`src/rtl/plca_txop_claim_table_pkg.sv`:
```
// Shared definitions for the PLCA TXOP claim table: command op codes,
// per-entry claim encodings, controller states and the pick-start LFSR step.
package plca_txop_claim_table_pkg;

    localparam logic [2:0] OP_NOP        = 3'd0;
    localparam logic [2:0] OP_CLAIM_HARD = 3'd1;
    localparam logic [2:0] OP_CLAIM_SOFT = 3'd2;
    localparam logic [2:0] OP_CLEAR_SOFT = 3'd3;
    localparam logic [2:0] OP_CLEAR_ALL  = 3'd4;
    localparam logic [2:0] OP_PICK_FREE  = 3'd5;

    typedef enum logic [1:0] {
        ENT_FREE = 2'b00,
        ENT_SOFT = 2'b01,
        ENT_HARD = 2'b10
    } entry_e;

    typedef enum logic [1:0] {
        ST_IDLE  = 2'd0,
        ST_CLEAR = 2'd1,
        ST_PICK  = 2'd2
    } state_e;

    // Fibonacci step for x^8+x^6+x^5+x^4+1; a nonzero value never maps to zero.
    function automatic logic [7:0] lfsr8_next(input logic [7:0] q);
        return {q[6:0], q[7] ^ q[5] ^ q[4] ^ q[3]};
    endfunction

endpackage

```
`src/rtl/plca_lfsr8.sv`:
```
// Free-running 8-bit maximal-length LFSR; shared by TXOP pick and beacon jitter.
module plca_lfsr8
    import plca_txop_claim_table_pkg::*;
#(
    parameter logic [7:0] SEED = 8'hA5
) (
    input  logic       clk,
    input  logic       reset,
    output logic [7:0] q
);

    always_ff @(posedge clk or posedge reset) begin
        if (reset) begin
            q <= SEED;
        end else begin
            q <= lfsr8_next(q);
        end
    end

endmodule

```
`src/rtl/plca_txop_claim_table.sv`:
```
// PLCA TXOP claim table: per-ID FREE/SOFT/HARD state with single-cycle claims,
// sequential clear walks and an LFSR-seeded circular search for a free ID.
module plca_txop_claim_table
    import plca_txop_claim_table_pkg::*;
#(
    parameter int         NUM_TXOP  = 255,
    parameter int         ID_W      = 8,
    parameter logic [7:0] LFSR_SEED = 8'hA5
) (
    input  logic            clk,
    input  logic            reset,
    // A command transfers on a rising edge where cmd_valid && cmd_ready; cmd_op and
    // cmd_id must be held stable while cmd_valid is high and cmd_ready is low.
    input  logic            cmd_valid,
    output logic            cmd_ready,
    input  logic [2:0]      cmd_op,
    input  logic [ID_W-1:0] cmd_id,
    output logic            rsp_valid,
    output logic            rsp_found,
    output logic [ID_W-1:0] rsp_id,
    input  logic [ID_W-1:0] q_id,
    output logic            q_hard,
    output logic            q_soft,
    output logic [ID_W-1:0] max_hard,
    output logic [ID_W-1:0] hard_cnt,
    output logic [ID_W-1:0] soft_cnt,
    output logic [1:0]      dbg_state
);

    localparam logic [ID_W-1:0] LAST_ID = ID_W'(NUM_TXOP);
    localparam logic [ID_W-1:0] ONE     = ID_W'(1);

    state_e          state, state_d;
    entry_e          tbl [1:NUM_TXOP];
    entry_e          tgt_entry, q_entry, new_entry;
    logic            tbl_we;
    logic [ID_W-1:0] tgt_id, idx, idx_d, scan_cnt, scan_d, pick_raw, pick_start, idx_wrap;
    logic [ID_W-1:0] hard_cnt_d, soft_cnt_d, max_hard_d, rsp_id_d;
    logic            rsp_valid_d, rsp_found_d, clear_all, clear_all_d, accept, id_ok;
    logic [7:0]      lfsr;

    plca_lfsr8 #(.SEED(LFSR_SEED)) u_lfsr (
        .clk   (clk),
        .reset (reset),
        .q     (lfsr)
    );

    assign cmd_ready  = (state == ST_IDLE);
    assign dbg_state  = state;
    assign accept     = cmd_valid && cmd_ready;
    assign id_ok      = (cmd_id != '0) && (cmd_id <= LAST_ID);
    assign pick_raw   = ID_W'(lfsr);
    assign pick_start = ((pick_raw == '0) || (pick_raw > LAST_ID)) ? ONE : pick_raw;
    assign idx_wrap   = (idx == LAST_ID) ? ONE : idx + ONE;
    // Only one entry is touched per cycle: the command target when idle, the walk index otherwise.
    assign tgt_id     = (state == ST_IDLE) ? cmd_id : idx;

    always_comb begin
        tgt_entry = ENT_FREE;
        q_entry   = ENT_FREE;
        for (int i = 1; i <= NUM_TXOP; i++) begin
            if (tgt_id == ID_W'(i)) tgt_entry = tbl[i];
            if (q_id == ID_W'(i))   q_entry   = tbl[i];
        end
    end

    always_comb begin
        state_d     = state;
        idx_d       = idx;
        scan_d      = scan_cnt;
        clear_all_d = clear_all;
        tbl_we      = 1'b0;
        new_entry   = tgt_entry;
        hard_cnt_d  = hard_cnt;
        soft_cnt_d  = soft_cnt;
        max_hard_d  = max_hard;
        rsp_valid_d = 1'b0;
        rsp_found_d = 1'b0;
        rsp_id_d    = '0;
        case (state)
            ST_IDLE: begin
                if (accept) begin
                    case (cmd_op)
                        OP_CLAIM_HARD: begin
                            rsp_valid_d = 1'b1;
                            rsp_id_d    = cmd_id;
                            if (id_ok) begin
                                rsp_found_d = 1'b1;
                                tbl_we      = 1'b1;
                                new_entry   = ENT_HARD;
                                if (tgt_entry == ENT_SOFT) soft_cnt_d = soft_cnt - ONE;
                                if (tgt_entry != ENT_HARD) hard_cnt_d = hard_cnt + ONE;
                                if (cmd_id > max_hard)     max_hard_d = cmd_id;
                            end
                        end
                        OP_CLAIM_SOFT: begin
                            rsp_valid_d = 1'b1;
                            rsp_id_d    = cmd_id;
                            if (id_ok && tgt_entry != ENT_HARD) begin
                                rsp_found_d = 1'b1;
                                if (tgt_entry == ENT_FREE) begin
                                    tbl_we     = 1'b1;
                                    new_entry  = ENT_SOFT;
                                    soft_cnt_d = soft_cnt + ONE;
                                end
                            end
                        end
                        OP_CLEAR_SOFT, OP_CLEAR_ALL: begin
                            state_d     = ST_CLEAR;
                            idx_d       = ONE;
                            clear_all_d = (cmd_op == OP_CLEAR_ALL);
                            if (cmd_op == OP_CLEAR_ALL) max_hard_d = '0;
                        end
                        OP_PICK_FREE: begin
                            state_d = ST_PICK;
                            idx_d   = pick_start;
                            scan_d  = ONE;
                        end
                        default: ;
                    endcase
                end
            end
            ST_CLEAR: begin
                if (tgt_entry == ENT_SOFT) begin
                    tbl_we     = 1'b1;
                    new_entry  = ENT_FREE;
                    soft_cnt_d = soft_cnt - ONE;
                end else if (tgt_entry == ENT_HARD && clear_all) begin
                    tbl_we     = 1'b1;
                    new_entry  = ENT_FREE;
                    hard_cnt_d = hard_cnt - ONE;
                end
                if (idx == LAST_ID) begin
                    state_d     = ST_IDLE;
                    rsp_valid_d = 1'b1;
                    rsp_found_d = 1'b1;
                end else begin
                    idx_d = idx + ONE;
                end
            end
            ST_PICK: begin
                if (tgt_entry == ENT_FREE) begin
                    state_d     = ST_IDLE;
                    rsp_valid_d = 1'b1;
                    rsp_found_d = 1'b1;
                    rsp_id_d    = idx;
                end else if (scan_cnt == LAST_ID) begin
                    state_d     = ST_IDLE;
                    rsp_valid_d = 1'b1;
                end else begin
                    idx_d  = idx_wrap;
                    scan_d = scan_cnt + ONE;
                end
            end
            default: state_d = ST_IDLE;
        endcase
    end

    always_ff @(posedge clk or posedge reset) begin
        if (reset) begin
            state     <= ST_IDLE;
            idx       <= '0;
            scan_cnt  <= '0;
            clear_all <= 1'b0;
            hard_cnt  <= '0;
            soft_cnt  <= '0;
            max_hard  <= '0;
            rsp_valid <= 1'b0;
            rsp_found <= 1'b0;
            rsp_id    <= '0;
            q_hard    <= 1'b0;
            q_soft    <= 1'b0;
            for (int i = 1; i <= NUM_TXOP; i++) tbl[i] <= ENT_FREE;
        end else begin
            state     <= state_d;
            idx       <= idx_d;
            scan_cnt  <= scan_d;
            clear_all <= clear_all_d;
            hard_cnt  <= hard_cnt_d;
            soft_cnt  <= soft_cnt_d;
            max_hard  <= max_hard_d;
            rsp_valid <= rsp_valid_d;
            rsp_found <= rsp_found_d;
            rsp_id    <= rsp_id_d;
            q_hard    <= (q_entry == ENT_HARD);
            q_soft    <= (q_entry == ENT_SOFT);
            for (int i = 1; i <= NUM_TXOP; i++) begin
                if (tbl_we && tgt_id == ID_W'(i)) tbl[i] <= new_entry;
            end
        end
    end

endmodule
```
`config.mk`:
```
export PLATFORM = sky130hd
export DESIGN_NAME = plca_txop_claim_table
export DESIGN_NICKNAME = d
export VERILOG_FILES = /design/src/rtl/plca_txop_claim_table_pkg.sv /design/src/rtl/plca_lfsr8.sv /design/src/rtl/plca_txop_claim_table.sv
export SDC_FILE = /design/constraint.sdc
export NUM_CORES = 2
export LEC_CHECK = 0
export ABC_AREA = 1
export CAP_MARGIN = 30
export CORE_AREA = 2 2 286 288
export DETAILED_ROUTE_END_ITERATION = 6
export DIE_AREA = 0 0 288 290
export DONT_BUFFER_PORTS = 1
export GPL_TIMING_DRIVEN = 0
export PLACE_DENSITY = 0.7
export SLEW_MARGIN = 10
export SYNTH_ARGS = -nofsm -noshare
export SYNTH_HDL_FRONTEND = slang
export SYNTH_SLANG_ARGS = --single-unit
```
`constraint.sdc`:
```
create_clock -name clk -period 43.4 [get_ports clk]
set_input_delay 8.68 -clock clk [delete_from_list [all_inputs] [get_ports clk]]
set_output_delay 8.68 -clock clk [all_outputs]
set_load 0.005 [all_outputs]
```
==> summary.md <==
| Metric | Value |
|---|---|
| DR DRC count | 0 |
| Cell variety after synth | 47 |
| Top cell type's share of synthesized area | 0.396 |
| Switching Fraction | 0.499 |
| PostCTS Resize Cnt | 0 |
| Comb pwr share | 0.487 |
| Die Width | 288 um |
| Power Internal | 1.18 mW |
| Post-CTS setup buffers | 0 |
| PD cells | 58.7 nW/um^2 |
| GRT Total Usage | 0.309 |
| HP Class | flip-flop to flip-flop |
| RSZ-0062 raised after global routing | false |
| Leakage | 18.7 nW |
| Clock Latency Late Sink | 630 ps |
| Synth cell count leaders | 2,372 x nand2_1, 734 x nor2_1, 600 x nand3_1 |
| Sw power | 1.18 mW |
| Crit path launch type | input pin |
| Multi-input logic area | 18,800 sq um |
| Total power | 2.36 mW |
| Dpl ws | 19,190 ps |
| Status | finished, final reports clean |
| Fin crit period | 24,030 ps |
| Hold_ws | 413 ps |
| Most frequent cell after synthesis | nand2_1 |
| Final Hold Fails | 0 |
| Syn_nets | 5,667 |
| Estimated wirelength of the detail-placed design | 90,800 um |
| Element type at the critical path end | flip-flop |
| Avg Vias per Cell | 5.60 |
| Die Y | 290 um |
| Drt initial violations | 4,812 |
| Cells after Synth | 5,621 |
| Port bufs | 0 |
| H-tree depth | 3 |
| DR vias | 38,335 |
| Clock-pin transition on the worst setup and hold timing paths | 60 ps |
| Post-synth EDFFs | 0 |
| GRT overflow | 0 |
| Clock power frac | 0.258 |
| Crit path max-delay cell type | nor2_4 |
| Hold_buf cts | 0 |
| Ys flop type | dfrtp_1 |
| CP arrival | 24,530 ps |
| Final cycle utilization of the critical path | 0.554 |
| Initial antenna violation count | 3 |
| Std-Cell Rows | 104 |
| First-pass GRT wire length | 202,000 um |
| Setup-failing EPs final | 0 |
| Peak VDD IR | 0.0358 mV |
| Register share of total power | 0.255 |
| Critical Path RT | 43,900 ps |
| Ranking of synthesized cells by area | dfrtp_1 40%, nand2_1 25%, nand3_1 8.3% |
| Final nets | 5,768 |
| Syn Std Cell Area | 36,000 sq um |
| Worst-margin pin slew | 1160 ps |
| Cts bufs inserted | 68 |
| Synth-to-layout area growth | 11.6% |
| Final setup margin | 19,370 ps |
| Layout cells sized above 1 | 0.0526 |
| Number of global-route vias before repair | 35,432 |
| Total of max-cap violations | 0 |
| Ys Warns | 0 |
| Layout fillers | 8,172 |
| Seq/Total Area, Yosys | 0.398 |
| Core Box Area | 80,200 sq um |
| Worst slew margin | 0.225 |
| Max clock buf depth | 3 |
| GP Congestion | 0.996 |
| Asr flop ratio synth | 1.00 |
| Layout Skew | 34.2 ps |
| Avg Inst Size Synth | 6.40 sq um |
| Routed wire length | 131,000 um |
| Setup TNS | 0 ps |
| Antenna Violating Nets Remaining | 0 |
| Worst setup path category | input pin to flip-flop |
| TritonCTS clock tree | done |
| Die area | 83,500 sq um |
| Max Clk Rate | 41.6 MHz |
| Fin. max-slew vios | 0 |
| # clock sinks | 573 |
| Register area | 14,300 sq um |
| Seq cells post-synth | 573 |
| Cell mode on critical path | nand4_1 |
| Pin count of the biggest net entering global routing | 119 |
| DR WL/cell | 19.1 um |
| Initial Util | 0.449 |
| Cell taking the most area after synthesis | dfrtp_1 |
| Max Fanout on Critical Path | 10 |
| IO Count | 61 |
| Clk root buf | clkbuf_16 |
| First-pass DRT Iterations | 6 |
| Critical path's largest stage delay | 520 ps |
==> state kept, by name, indices dropped and copies added (netlist names), 2 cells and up <==
signal / flops
dbg_state: 2
hard_cnt: 8
idx: 8
max_hard: 8
rsp_id: 8
scan_cnt: 8
soft_cnt: 8
tbl: 510
u_lfsr.q: 8
==> stage by stage <==
stage	instances	cell area, sq um	utilization
after floorplan	5621	36000	-
after global placement	6681	37300	0.466
after detailed placement	6711	37800	0.472
after CTS	6836	40200	0.501
after global routing	6837	40200	0.501
final	6840	40200	0.501
==> routing by layer <==
metal | vias to the layer above | GRT usage | part of all wire
li1 | 18125 | - | -
met1 | 17660 | 0.420 | 0.40
met2 | 2135 | 0.458 | 0.42
met3 | 415 | 0.0788 | 0.12
met4 | 0 | 0.148 | 0.054
met5 | - | 0 | 0
==> power groups by stage <==
stage          Sequential, mW  Clock [mW]  Combinational, mW
2_1_floorplan           0.598           0              0.676
3_3_place_gp            0.609           0               1.09
3_5_place_dp            0.609           0               1.10
4_1_cts                 0.600       0.616               1.11
5_1_grt                 0.604       0.637               1.21
6_report                0.600       0.610               1.15
==> worst paths after layout <==
| check | from | end | slack, ps | cells after the start |
|---|---|---|---|---|
| max | cmd_id[1] | tbl[181] | 19370 | 143 |
| min | u_lfsr.q[0] | u_lfsr.q[1] | 410 | 0 |
| max reg2reg | dbg_state[1] | tbl[181] | 26290 | 145 |
| min reg2reg | u_lfsr.q[0] | u_lfsr.q[1] | 410 | 0 |
| max in group asynchronous | reset | tbl[330] | 33920 | 3 |
| min in group asynchronous | reset | hard_cnt[2] | 7960 | 1 |
==> placed cells by master (no fill, tap or decap), types with 20 or more instances in the layout <==
cell type	synthesis	layout
clkbuf_1	124	136
o22ai_1	22	22
a21oi_1	113	113
dfrtp_1	569	569
nand4_1	224	224
clkbuf_16	0	70
ha_1	23	23
o21ai_0	90	90
nor3_1	64	64
buf_6	27	43
buf_2	56	59
clkinv_1	20	20
nand3_1	600	600
nor2_1	734	732
nand2_1	2372	2372
and3_1	25	25
inv_1	406	405
==> kinds of logic (layout without fill, tap and decap cells) <==
family                   count (synthesis)  after routing  synth area share
AND/OR/NAND/NOR                       4075           4075             0.470
buffers and inverters                  674            830            0.0791
flip-flops                             573            573             0.398
AO/OA/AOI/OAI                          253            253            0.0381
adder cells (fa/ha/maj)                 24             24           0.00855
XOR/XNOR                                22             22           0.00535
other                                    0              3                 0
==> critical path, delay by kind of cell <==
kind | cells | cell delay [ps]
and+or+nand+nor | 140 | 14820
buffers and inverters | 3 | 990
==> layout make-up <==
| type | count | share of cell area |
|---|---|---|
| sequential | 573 | 0.357 |
| antenna | 3 | 0.000187 |
| timing repair buffer | 31 | 0.0116 |
| clock inverter | 23 | 0.00863 |
| multi-input combinational | 4374 | 0.468 |
| tap | 1060 | 0.0330 |
| clock buffer | 102 | 0.0498 |
| buffer | 236 | 0.0303 |
| inverter | 438 | 0.0411 |
Power figures use the tool's default switching activity.
